$ cat src/rtl/hcsr04_echo_gen_if.sv
// ---------------------------------------------------------------------------
// hcsr04_echo_gen_if
// Signal bundle between an HC-SR04 controller and the echo responder.
//   trig     : trigger pulse from the controller
//   dist_mm  : emulated distance in millimetres (12 bit)
//   obj_en   : 1 = an object is present at dist_mm
//   echo     : echo pulse back to the controller
//   busy     : responder is in a measurement
//   trig_err : one-cycle pulse, trigger was too short
//   done     : one-cycle pulse on the cycle echo falls
// master = controller side, slave = responder side.
// ---------------------------------------------------------------------------
interface hcsr04_echo_gen_if;
  logic        trig;
  logic [11:0] dist_mm;
  logic        obj_en;
  logic        echo;
  logic        busy;
  logic        trig_err;
  logic        done;

  modport master (
    output trig, dist_mm, obj_en,
    input  echo, busy, trig_err, done
  );

  modport slave (
    input  trig, dist_mm, obj_en,
    output echo, busy, trig_err, done
  );
endinterface

$ cat src/rtl/hcsr04_echo_gen.sv
// ---------------------------------------------------------------------------
// hcsr04_echo_gen
// Synthesizable HC-SR04 responder. Validates the trigger width, waits a fixed
// burst delay, then produces an echo pulse whose width encodes the latched
// distance (588 cycles per mm at 100 MHz), followed by a recovery period.
//
// Ports:
//   clk : clock (100 MHz)
//   rst : asynchronous reset, active-low
//   bus : hcsr04_echo_gen_if.slave
//         in  trig, dist_mm, obj_en
//         out echo, busy, trig_err, done (all registered)
//
// Parameters (cycles):
//   TRIG_MIN  minimum accepted trig width
//   BURST_DLY trig fall (first low sample) to echo rise
//   NO_OBJ    echo width when no valid object
//   HOLD      recovery after echo fall before a new trig is accepted
// ---------------------------------------------------------------------------
module hcsr04_echo_gen #(
  parameter int unsigned TRIG_MIN  = 1000,
  parameter int unsigned BURST_DLY = 50000,
  parameter int unsigned NO_OBJ    = 3800000,
  parameter int unsigned HOLD      = 6000000
) (
  input  logic                clk,
  input  logic                rst,
  hcsr04_echo_gen_if.slave    bus
);

  localparam int CNT_W = 23;

  localparam logic [CNT_W-1:0] TRIG_MIN_C  = CNT_W'(TRIG_MIN);
  localparam logic [CNT_W-1:0] BURST_DLY_C = CNT_W'(BURST_DLY);
  localparam logic [CNT_W-1:0] NO_OBJ_C    = CNT_W'(NO_OBJ);
  localparam logic [CNT_W-1:0] HOLD_C      = CNT_W'(HOLD);

  typedef enum logic [2:0] {
    IDLE    = 3'd0,
    TRIG_HI = 3'd1,
    BURST   = 3'd2,
    ECHO    = 3'd3,
    HOLDOFF = 3'd4
  } state_t;

  state_t             state;
  logic [CNT_W-1:0]   cnt;
  logic [CNT_W-1:0]   width_p0;
  logic [11:0]        dist_lat;
  logic               obj_lat;
  logic               trig_prev;
  logic               echo_q;
  logic               busy_q;
  logic               trig_err_q;
  logic               done_q;

  // Counter increment that holds at all-ones instead of wrapping.
  function automatic logic [CNT_W-1:0] sat_inc(input logic [CNT_W-1:0] v);
    if (v == {CNT_W{1'b1}})
      return v;
    else
      return v + 1'b1;
  endfunction

  // Echo width from the latched distance. Out-of-range distances and absent
  // objects both report the no-object width.
  function automatic logic [CNT_W-1:0] echo_width(input logic [11:0] d,
                                                  input logic        o);
    logic [21:0] prod;
    prod = 22'(d) * 22'd588;
    if (o && (d >= 12'd20) && (d <= 12'd4000))
      return {1'b0, prod};
    else
      return NO_OBJ_C;
  endfunction

  always_ff @(posedge clk or negedge rst) begin
    if (!rst) begin
      state      <= IDLE;
      cnt        <= '0;
      width_p0   <= '0;
      dist_lat   <= '0;
      obj_lat    <= 1'b0;
      // Treat trig as already high so a trig held across reset release must
      // be seen low before it can start a measurement.
      trig_prev  <= 1'b1;
      echo_q     <= 1'b0;
      busy_q     <= 1'b0;
      trig_err_q <= 1'b0;
      done_q     <= 1'b0;
    end else begin
      trig_prev  <= bus.trig;
      trig_err_q <= 1'b0;
      done_q     <= 1'b0;

      unique case (state)
        IDLE: begin
          echo_q <= 1'b0;
          busy_q <= 1'b0;
          if (bus.trig && !trig_prev) begin
            state <= TRIG_HI;
            cnt   <= CNT_W'(1);
          end
        end

        TRIG_HI: begin
          if (bus.trig) begin
            if (cnt < TRIG_MIN_C)
              cnt <= sat_inc(cnt);
          end else if (cnt >= TRIG_MIN_C) begin
            // This edge is the first low sample; the burst counter starts
            // at 1 here so echo rises exactly BURST_DLY edges later.
            state    <= BURST;
            busy_q   <= 1'b1;
            dist_lat <= bus.dist_mm;
            obj_lat  <= bus.obj_en;
            cnt      <= CNT_W'(1);
          end else begin
            state      <= IDLE;
            trig_err_q <= 1'b1;
            cnt        <= '0;
          end
        end

        // ---- burst delay: width is registered off the latched values ----
        BURST: begin
          width_p0 <= echo_width(dist_lat, obj_lat);
          if (cnt >= BURST_DLY_C) begin
            state  <= ECHO;
            echo_q <= 1'b1;
            cnt    <= CNT_W'(1);
          end else begin
            cnt <= sat_inc(cnt);
          end
        end

        // ---- echo high for width_p0 edges ----
        ECHO: begin
          if (cnt >= width_p0) begin
            state  <= HOLDOFF;
            echo_q <= 1'b0;
            done_q <= 1'b1;
            cnt    <= CNT_W'(1);
          end else begin
            cnt <= sat_inc(cnt);
          end
        end

        // ---- recovery: trig is ignored until back in IDLE ----
        HOLDOFF: begin
          if (cnt >= HOLD_C) begin
            state  <= IDLE;
            busy_q <= 1'b0;
            cnt    <= '0;
          end else begin
            cnt <= sat_inc(cnt);
          end
        end

        default: begin
          state  <= IDLE;
          echo_q <= 1'b0;
          busy_q <= 1'b0;
          cnt    <= '0;
        end
      endcase
    end
  end

  assign bus.echo     = echo_q;
  assign bus.busy     = busy_q;
  assign bus.trig_err = trig_err_q;
  assign bus.done     = done_q;

endmodule

$ cat src/flat_wrapper.sv
// flat-port wrapper written by rule: the top's interface ports become plain ports
module hcsr04_echo_gen_flat 
#(
  parameter int unsigned TRIG_MIN  = 1000,
  parameter int unsigned BURST_DLY = 50000,
  parameter int unsigned NO_OBJ    = 3800000,
  parameter int unsigned HOLD      = 6000000
)
  (clk, rst, bus_trig, bus_dist_mm, bus_obj_en, bus_echo, bus_busy, bus_trig_err, bus_done);
  hcsr04_echo_gen_if bus_i ();
  input  logic clk;
  input  logic rst;
  input wire logic [$bits(bus_i.trig)-1:0] bus_trig;
  input wire logic [$bits(bus_i.dist_mm)-1:0] bus_dist_mm;
  input wire logic [$bits(bus_i.obj_en)-1:0] bus_obj_en;
  output wire logic [$bits(bus_i.echo)-1:0] bus_echo;
  output wire logic [$bits(bus_i.busy)-1:0] bus_busy;
  output wire logic [$bits(bus_i.trig_err)-1:0] bus_trig_err;
  output wire logic [$bits(bus_i.done)-1:0] bus_done;
  assign bus_i.trig = bus_trig;
  assign bus_i.dist_mm = bus_dist_mm;
  assign bus_i.obj_en = bus_obj_en;
  assign bus_echo = bus_i.echo;
  assign bus_busy = bus_i.busy;
  assign bus_trig_err = bus_i.trig_err;
  assign bus_done = bus_i.done;
  hcsr04_echo_gen #(.TRIG_MIN(TRIG_MIN), .BURST_DLY(BURST_DLY), .NO_OBJ(NO_OBJ), .HOLD(HOLD)) u_core (.clk(clk), .rst(rst), .bus(bus_i));
endmodule
$ cat config.mk
export PLATFORM = sky130hd
export DESIGN_NAME = hcsr04_echo_gen_flat
export DESIGN_NICKNAME = d
export VERILOG_FILES = /design/src/rtl/hcsr04_echo_gen_if.sv /design/src/rtl/hcsr04_echo_gen.sv /design/src/flat_wrapper.sv
export SDC_FILE = /design/constraint.sdc
export NUM_CORES = 1
export LEC_CHECK = 0
export CAP_MARGIN = 20
export CELL_PAD_IN_SITES_DETAIL_PLACEMENT = 1
export CELL_PAD_IN_SITES_GLOBAL_PLACEMENT = 1
export CORE_MARGIN = 2
export CORE_UTILIZATION = 48
export CTS_CLUSTER_SIZE = 8
export DETAILED_ROUTE_END_ITERATION = 12
export GPL_TIMING_DRIVEN = 0
export HOLD_SLACK_MARGIN = 0.12
export PLACE_DENSITY = 0.91
export RECOVER_POWER = 100
export SLEW_MARGIN = 20
export SYNTH_ARGS = -nofsm -noshare
export SYNTH_HDL_FRONTEND = slang
export SYNTH_SLANG_ARGS = --single-unit
$ cat constraint.sdc
create_clock -name clk -period 5 [get_ports clk]
set_clock_uncertainty 0.15 [all_clocks]
set_input_delay 0.75 -clock clk [delete_from_list [all_inputs] [get_ports clk]]
set_output_delay 0.75 -clock clk [all_outputs]
set_load 0.01 [all_outputs]
# After elaboration in Yosys (flattened, before gate mapping)
# Cells that the tools add are included.
# op_classes
n_addsub,1
n_mul,1
order_cmp,7
eq_ne,12
muxes,29
n_bitwise,3
reduce_logical,12
# ops
op,n
$mux W23,7
$pmux W23 S5,1
$add A23 B1 Y23 const B,1
$eq A23 B23 Y1 const B,1
$ge A23 B10 Y1 const B,1
$ge A23 B16 Y1 const B,1
$ge A23 B23 Y1,1
$ge A23 B23 Y1 const B,1
$lt A23 B10 Y1 const B,1
$mux W22,1
$mul A12 B8 Y20 const B,1
$mux W3,5
$pmux W3 S5,1
$ge A12 B5 Y1 const B,1
$le A12 B12 Y1 const B,1
$mux W1,11
$ne A2 B1 Y1 const B,5
$eq A3 B2 Y1 const B,2
$pmux W1 S3,2
$reduce_and A3 Y1,2
$reduce_and A5 Y1,1
$reduce_and A4 Y1,1
$reduce_or A2 Y1,2
$eq A3 B1 Y1 const B,1
9 further kinds,13
# totals
ff_bits,67
inputBits,16
word_cells,75

# Logic depth before layout (Yosys ltp)
# Gate-level depths: netlist (run 1).
# logic_depth
word_depth,5
depth_mapped,15
mapped_depth_nobuf,15

# Least setup slack after synthesis (run 1)
# Ideal clock, no wire load.
# synth_path
kind,flip-flop to flip-flop
from,register u_core.dist_lat[5]
to,register u_core.width_p0[19]
setup_ns,0.087
arrival_time_ns,3.518
required_time_ns,4.763
setup_slack_ns,1.245
path_stages_with_launch,14
n_path_buf,0
synth_period_minus_slack_ns,3.755
cell_sequence,dfrtp_1 -> ha_1 -> fa_1 -> inv_1 -> fa_1 -> inv_1 -> ha_1 -> and4_1 -> o21ai_0 -> a21oi_1 -> o41ai_1 -> o21ai_0 -> xnor2_1 -> a22oi_1
# synth_between
elab_chain_cells,4
# synth_rtl
item,line_no,source
start: declaration,hcsr04_echo_gen.sv:49,logic [11:0] dist_lat;
start signal: assignment,hcsr04_echo_gen.sv:115,dist_lat <= bus.dist_mm;
branches (longest 3 deep; another with $mul A12 B8 Y20),n/a,
$mux W22 *,hcsr04_echo_gen.sv:71,if (o && (d >= 12'd20) && (d <= 12'd4000))
end signal: assignment,hcsr04_echo_gen.sv:127,"width_p0 <= echo_width(dist_lat, obj_lat);"
end: declaration,hcsr04_echo_gen.sv:48,logic [CNT_W-1:0] width_p0;
# Every way passes the cells marked *.
# A chain may end at the register's enable or synchronous reset.

# Worst setup path after layout (run 1)
# layout_path
from,register u_core.dist_lat[4]
to,register u_core.width_p0[19]
# Same word-level chain as after synthesis.

==> impl_metrics.py, run 1 <==
metrics = {
    "outcome": {
        "status": "complete, but fails checks",
        "failed_checks": "max-capacitance violations, max-slew violations",
    },
    "placed_design": {
        "dp_hpwl_um": 13190,
        "placed_cell_area_um2": 5784,
        "place_ws_ps": 572.4,
        "port_buffers": 19,
        "post-place-cells": 742,
        "gp_congestion": 0.8765,
    },
    "logic_synthesis": {
        "synth_top_area_cell": "dfrtp_1",
        "synthesis.nets": 699,
        "synth.most_common_cell": "ha_1",
        "syn_avg_cell_area_um2": 9.281,
        "synth_edf_count": 0,
        "synthCells": 582,
        "async_flop_share_pct": 100.0,
        "synth.distinct_cells": 64,
        "synth_seq_area_share_pct": 29.67,
        "synth_seq_cells": 64,
        "yosys-top-cells-count": "ha_1, inv_1, dfrtp_1",
        "synthFlopType": "dfrtp_1",
        "synth-warning-count": 0,
        "synth_area_leaders": "dfrtp_1, ha_1, inv_1, fa_1, xnor2_1",
        "syn_area_um2": 5401,
        "netlist.area_leader.share_pct": 29.19,
    },
    "sta": {
        "final.period_utilization_pct": 95.49,
        "max_slew_margin_pct": -61.52,
        "max_freq_mhz": 209.4,
        "finalSetupTns_ps": 0,
        "worst_slew_pin_slew_ps": 2423,
        "finalSetupViolations": 0,
        "maxSlewViolCount": 44,
        "final.setup.worst_slack_ps": 225.4,
        "min_period_ps": 4775,
        "hold_violations": 0,
        "worst_hold_slack_ps": 390.8,
        "rsz0062_at_grt": "false",
    },
    "clock_tree": {
        "clkLatencyLatePin_ps": 370,
        "cts_setup_buffers": 0,
        "ctsLongestPathBuffers": 2,
        "cts_tree": "done",
        "cts_buffers": 9,
        "cts_hold_buffers": 0,
        "cts.sinks": 64,
        "cts_resized": 0,
        "htreeDepth": 3,
        "clock-root-buffer": "clkbuf_8",
        "clk_pin_slew_ps": 90,
    },
    "setup_path": {
        "critical_path_class": "flip-flop to flip-flop",
        "cp.required_ps": 5100,
        "regToRegEndpoint": "u_core.width_p0[19]$_DFFE_PN0P_",
        "rr_worst_depth": 13,
        "ff2ff_setup_slack_ps": 230,
        "worstPathArrival_ps": 4880,
        "critPathMaxFanout": 7,
        "crit_path_end_kind": "flip-flop",
        "worst_setup_path_start_kind": "flip-flop",
        "r2r_start": "u_core.dist_lat[4]$_DFFE_PN0P_",
    },
    "power": {
        "ir_worst_vdd_mv": 0.1210,
        "power.density_nw_per_um2": 172.5,
        "leakage_nw": 3.032,
        "power.total_mw": 1.018,
    },
    "grt": {
        "overflow": 0,
        "grt_pass1_wl_um": 30680,
        "grt_pass1_vias": 5330,
        "grt_max_degree": 44,
        "antenna_found_initial": 0,
        "grt_util_all_layers_pct": 34.71,
    },
    "min_path": {
        "worstHoldPathType": "flip-flop to flip-flop",
        "hold_depth": 1,
        "worst_hold_path.endpoint": "u_core.width_p0[18]$_DFFE_PN0P_",
        "hp-start": "u_core.width_p0[18]$_DFFE_PN0P_",
    },
    "cells_and_area": {
        "layout-drive-gt1-share_pct": 8.252,
        "final_nets": 730,
        "fillers": 1201,
        "syn2layout_area_growth_pct": 9.335,
        "finalNonFillerCells": 758,
        "diodes": 0,
        "multi_input_area_um2": 3363,
        "regArea_um2": 1603,
        "utilization_pct": 54.24,
        "postLayoutCellArea_um2": 5906,
    },
    "job": {
        "maxCapViolCount": 1,
    },
    "floorplanning": {
        "start_util_pct": 49.61,
        "fp.dieArea_um2": 12120,
        "rows": 38,
        "die_x_um": 110.1,
        "ioPinCount": 20,
        "coreArea_um2": 10890,
        "fp.dieH_um": 110.1,
    },
    "detailed_routing": {
        "wl_per_cell_um": 25.97,
        "drc": 0,
        "vias": 4914,
        "drt_pass1_iterations": 5,
        "totalWireLength_um": 19690,
        "ant_nets": 0,
        "viasPerCell": 6.483,
        "first_iter_violations": 441,
    },
}
==> cell type report <==
type | instances | area share, %
plain buffers | 14 | 1.165
clock buffers | 13 | 2.521
clock inverters | 3 | 0.7415
inverters | 84 | 5.339
multi-input cells | 420 | 56.95
flip-flops and latches | 64 | 27.14
well taps | 140 | 2.966
repair buffers | 20 | 3.178
==> power by group <==
part	leakage, nW	switching [mW]	internal [mW]
sequential	0.793	0.0000808	0.518
combinational	2.14	0.0133	0.00997
clock	0.0976	0.232	0.245
==> registers in the layout, indices dropped and copies added (netlist names) <==
| signal | cells |
|---|---|
| u_core.obj_lat | 1 |
| u_core.trig_prev | 1 |
| u_core.bus.done | 1 |
| u_core.bus.trig_err | 1 |
| u_core.bus.echo | 1 |
| u_core.width_p0 | 20 |
| u_core.bus.busy | 1 |
| u_core.cnt | 23 |
| u_core.state | 3 |
| u_core.dist_lat | 12 |
==> worst max path at each step <==
stage,startpoint,endpoint,cells past startpoint
3_5_place_dp,u_core.dist_lat[4]$_DFFE_PN0P_,u_core.width_p0[19]$_DFFE_PN0P_,13
6_report,u_core.dist_lat[4]$_DFFE_PN0P_,u_core.width_p0[19]$_DFFE_PN0P_,13
4_1_cts,u_core.dist_lat[4]$_DFFE_PN0P_,u_core.width_p0[19]$_DFFE_PN0P_,13
3_3_place_gp,u_core.dist_lat[8]$_DFFE_PN0P_,u_core.width_p0[19]$_DFFE_PN0P_,14
5_1_grt,u_core.dist_lat[4]$_DFFE_PN0P_,u_core.width_p0[19]$_DFFE_PN0P_,13
2_1_floorplan,u_core.dist_lat[5]$_DFFE_PN0P_,u_core.width_p0[19]$_DFFE_PN0P_,13
==> kinds of logic after synthesis <==
logic type | after synthesis | share of synthesized area, %
adder cells (fa/ha/maj) | 101 | 25.34
AND/OR/NAND/NOR | 172 | 16.42
XOR/XNOR | 28 | 4.540
flip-flops | 64 | 29.67
multiplexers | 16 | 3.266
AO/OA/AOI/OAI | 103 | 13.27
buffers and inverters | 98 | 7.482
==> placed cells by master (no fill, tap or decap), drive strengths merged, types with 5 or more instances in the layout <==
| cell type | count |
|---|---|
| nand4 | 9 |
| nand2 | 46 |
| o21ai | 21 |
| mux2 | 13 |
| clkdlybuf4s50 | 13 |
| a21oi | 21 |
| xnor2 | 22 |
| buf | 5 |
| xor2 | 6 |
| nand3 | 21 |
| a31oi | 6 |
| ha | 87 |
| nor3 | 16 |
| dfrtp | 63 |
| clkbuf | 24 |
| nor2 | 53 |
| dlygate4sd3 | 5 |
| a21o | 8 |
| a22oi | 12 |
| inv | 84 |
| fa | 14 |
| a211oi | 5 |
==> per-layer routing <==
| layer | vias to the layer above | GRT usage [%] | share of wire (%) | wire length [um] |
|---|---|---|---|---|
| met5 | - | 0 | 0 | 0 |
| met4 | 0 | 20.16 | 6.6 | 1301 |
| met3 | 124 | 7.407 | 5.8 | 1139 |
| met2 | 293 | 60.52 | 51 | 9961 |
| met1 | 2432 | 38.98 | 37 | 7285 |
| li1 | 2065 | - | - | - |
==> worst max-delay path, cell delays in order (launching register included) <==
cell,delay (ps)
dfrtp_1,520
inv_1,100
ha_1,310
inv_1,70
ha_1,340
fa_1,550
ha_1,390
nor2b_1,180
o31ai_1,520
a21oi_1,200
o41ai_1,580
o21ai_0,290
xnor2_1,200
a22oi_1,250
No activity file was read; power rests on OpenSTA's default activity.
==> run 2: changes to the inputs <==
--- a/config.mk
+++ b/config.mk
@@ -8,7 +8,6 @@
 export CAP_MARGIN = 20
 export CELL_PAD_IN_SITES_DETAIL_PLACEMENT = 1
 export CELL_PAD_IN_SITES_GLOBAL_PLACEMENT = 1
-export CORE_MARGIN = 2
 export CORE_UTILIZATION = 48
 export CTS_CLUSTER_SIZE = 8
 export DETAILED_ROUTE_END_ITERATION = 12
==> run 2 against run 1 <==
The run still ends with max-capacitance violations, max-slew violations left. Worst hold slack improved by 3.1 ps. First-iteration DRC count up 8.8%. Via count fell by 0.55%. Global-route usage is 1.4 points higher. Setup slack gained 48 ps. Count of clock-buffer cells in the layout fell by 1. Highest routed layer is now met5. Non-clock buffer count unchanged. Sequential power hardly changed.
==> impl_metrics.py, run 2 (synthesized netlist as in run 1, its figures left out) <==
metrics = {
    "floorplanning": {
        "fp.dieArea_um2": 11680,
        "ioPinCount": 20,
        "die_x_um": 108.1,
        "fp.dieH_um": 108.1,
        "coreArea_um2": 10890,
        "rows": 38,
        "start_util_pct": 49.61,
    },
    "placed_design": {
        "place_ws_ps": 618.1,
        "gp_congestion": 0.8659,
        "port_buffers": 19,
        "dp_hpwl_um": 12260,
    },
    "sta": {
        "min_period_ps": 4726,
        "worst_slew_pin_slew_ps": 2605,
        "final.setup.worst_slack_ps": 273.7,
        "final.period_utilization_pct": 94.53,
        "max_freq_mhz": 211.6,
        "rsz0062_at_grt": "false",
        "max_slew_margin_pct": -73.68,
        "finalSetupTns_ps": 0,
        "maxSlewViolCount": 46,
        "hold_violations": 0,
        "finalSetupViolations": 0,
    },
    "grt": {
        "grt_pass1_wl_um": 31040,
        "grt_util_all_layers_pct": 36.10,
        "antenna_found_initial": 2,
        "grt_pass1_vias": 5553,
        "overflow": 0,
        "grt_max_degree": 46,
    },
    "outcome": {
        "failed_checks": "max-capacitance violations, max-slew violations",
        "status": "complete, but fails checks",
    },
    "min_path": {
        "worstHoldPathType": "input port to async pin",
    },
    "job": {
        "maxCapViolCount": 1,
    },
    "detailed_routing": {
        "vias": 4887,
        "totalWireLength_um": 19700,
        "wl_per_cell_um": 25.99,
        "first_iter_violations": 480,
        "viasPerCell": 6.447,
        "drt_pass1_iterations": 5,
        "drc": 0,
        "ant_nets": 0,
    },
    "setup_path": {
        "cp_slowest_cell": "o41ai_1",
        "crit_path_end_kind": "flip-flop",
        "cp.required_ps": 5080,
        "max_stage_delay_ps": 670,
        "crit_chain": "inv_1 -> ha_1 -> fa_1 -> inv_1 -> fa_1 -> inv_1 -> ha_1 -> and4_1 -> o21ai_0 -> a21oi_1 -> o41ai_1 -> o21ai_0 -> xnor2_1 -> a22oi_1",
        "worstPathArrival_ps": 4810,
        "critical_path_class": "flip-flop to flip-flop",
        "worst_setup_path_start_kind": "flip-flop",
        "crit_top_cell": "inv_1",
        "critPathMaxFanout": 6,
    },
    "cells_and_area": {
        "multi_input_area_um2": 3344,
        "fillers": 1217,
        "regArea_um2": 1603,
        "final_nets": 730,
        "largest-register": "u_core.cnt",
        "syn2layout_area_growth_pct": 9.104,
        "layout-drive-gt1-share_pct": 8.091,
        "diodes": 0,
        "largest_register_ffs": 23,
        "final_cell_mix": "ha_1, inv_1, dfrtp_1, nand2_1, nor2_1",
        "utilization_pct": 54.13,
        "layout_commonest_cell": "ha_1",
        "reg_top3": "u_core.cnt: 23 flops, u_core.width_p0: 20 flops, u_core.dist_lat: 12 flops",
    },
    "clock_tree": {
        "cts_tree": "done",
        "clock-root-buffer": "clkbuf_8",
        "cts_hold_buffers": 0,
        "cts_buffers": 9,
        "clk_pin_slew_ps": 90,
        "clkLatencyLatePin_ps": 370,
        "cts_setup_buffers": 0,
        "htreeDepth": 3,
        "cts_resized": 0,
        "cts.sinks": 64,
        "ctsLongestPathBuffers": 2,
    },
    "power": {
        "leakage_nw": 3.040,
        "power.total_mw": 1.041,
        "ir_worst_vdd_mv": 0.1707,
        "power.density_nw_per_um2": 176.7,
    },
}
-- run 2: cell types whose count changed in the layout (fill, tap and decap cells not counted), sizes merged --
cell | before | now
inv | 84 | 85
clkinv | 2 | 1
buf | 5 | 4
clkinvlp | 0 | 1
-- run 2: final timing paths --
path,slack [ps],cells past startpoint,end,startpoint
setup / recovery,270,14,u_core.width_p0[19]$_DFFE_PN0P_,u_core.dist_lat[8]$_DFFE_PN0P_
max in group asynchronous,1300,2,u_core.dist_lat[10]$_DFFE_PN0P_,rst
min in group clk,410,1,u_core.obj_lat$_DFFE_PN0P_,u_core.obj_lat$_DFFE_PN0P_
setup reg to reg,270,14,u_core.width_p0[19]$_DFFE_PN0P_,u_core.dist_lat[8]$_DFFE_PN0P_
hold reg to reg,410,1,u_core.obj_lat$_DFFE_PN0P_,u_core.obj_lat$_DFFE_PN0P_
hold / removal,390,1,u_core.cnt[12]$_DFFE_PN0P_,rst
-- run 2: per-stage QoR --
stage | area, um2 | hold slack [ps] | instances
after global placement | 5767 | 317.9 | 741
after floorplan | 5401 | 304.4 | 582
final | 5893 | 393.9 | 758
after CTS | 5998 | 122.1 | 758
after global routing | 5893 | 406.9 | 758
after detailed placement | 5792 | 349.3 | 742
-- run 2: area by class of cell --
type,instances,area share (%)
multi-input combinational,420,56.75
sequential,64,27.20
inverter,84,5.350
timing repair buffer,20,3.185
tap,140,2.972
clock buffer,12,2.633
buffer,14,1.040
clock inverter,4,0.8705
-- run 2: critical path: cells and delay by family, from the launching register on --
| kind | cells | cell delay (ps) |
|---|---|---|
| AOI/OAI and AO/OA | 5 | 1270 |
| DFF | 1 | 500 |
| xor gates and xnor gates | 1 | 290 |
| buffers and inverters | 3 | 280 |
| adders and majority gates | 4 | 1800 |
| and+or+nand+nor | 1 | 280 |
-- run 2: power by group --
part           leakage (nW)  switching, mW  total (mW)  internal [mW]
combinational          2.14         0.0137      0.0237        0.00997
clock                 0.103          0.240       0.499          0.259
sequential            0.793       0.000232       0.518          0.518
total                  3.04          0.254        1.04          0.787
-- run 2: metal layers --
layer	GRT usage (%)	part of all wire (%)	routed length [um]
met1	40.24	38	7523
met2	61.74	49	9615
met3	6.510	5.5	1084
met4	26.32	7.4	1459
met5	0	0.091	18
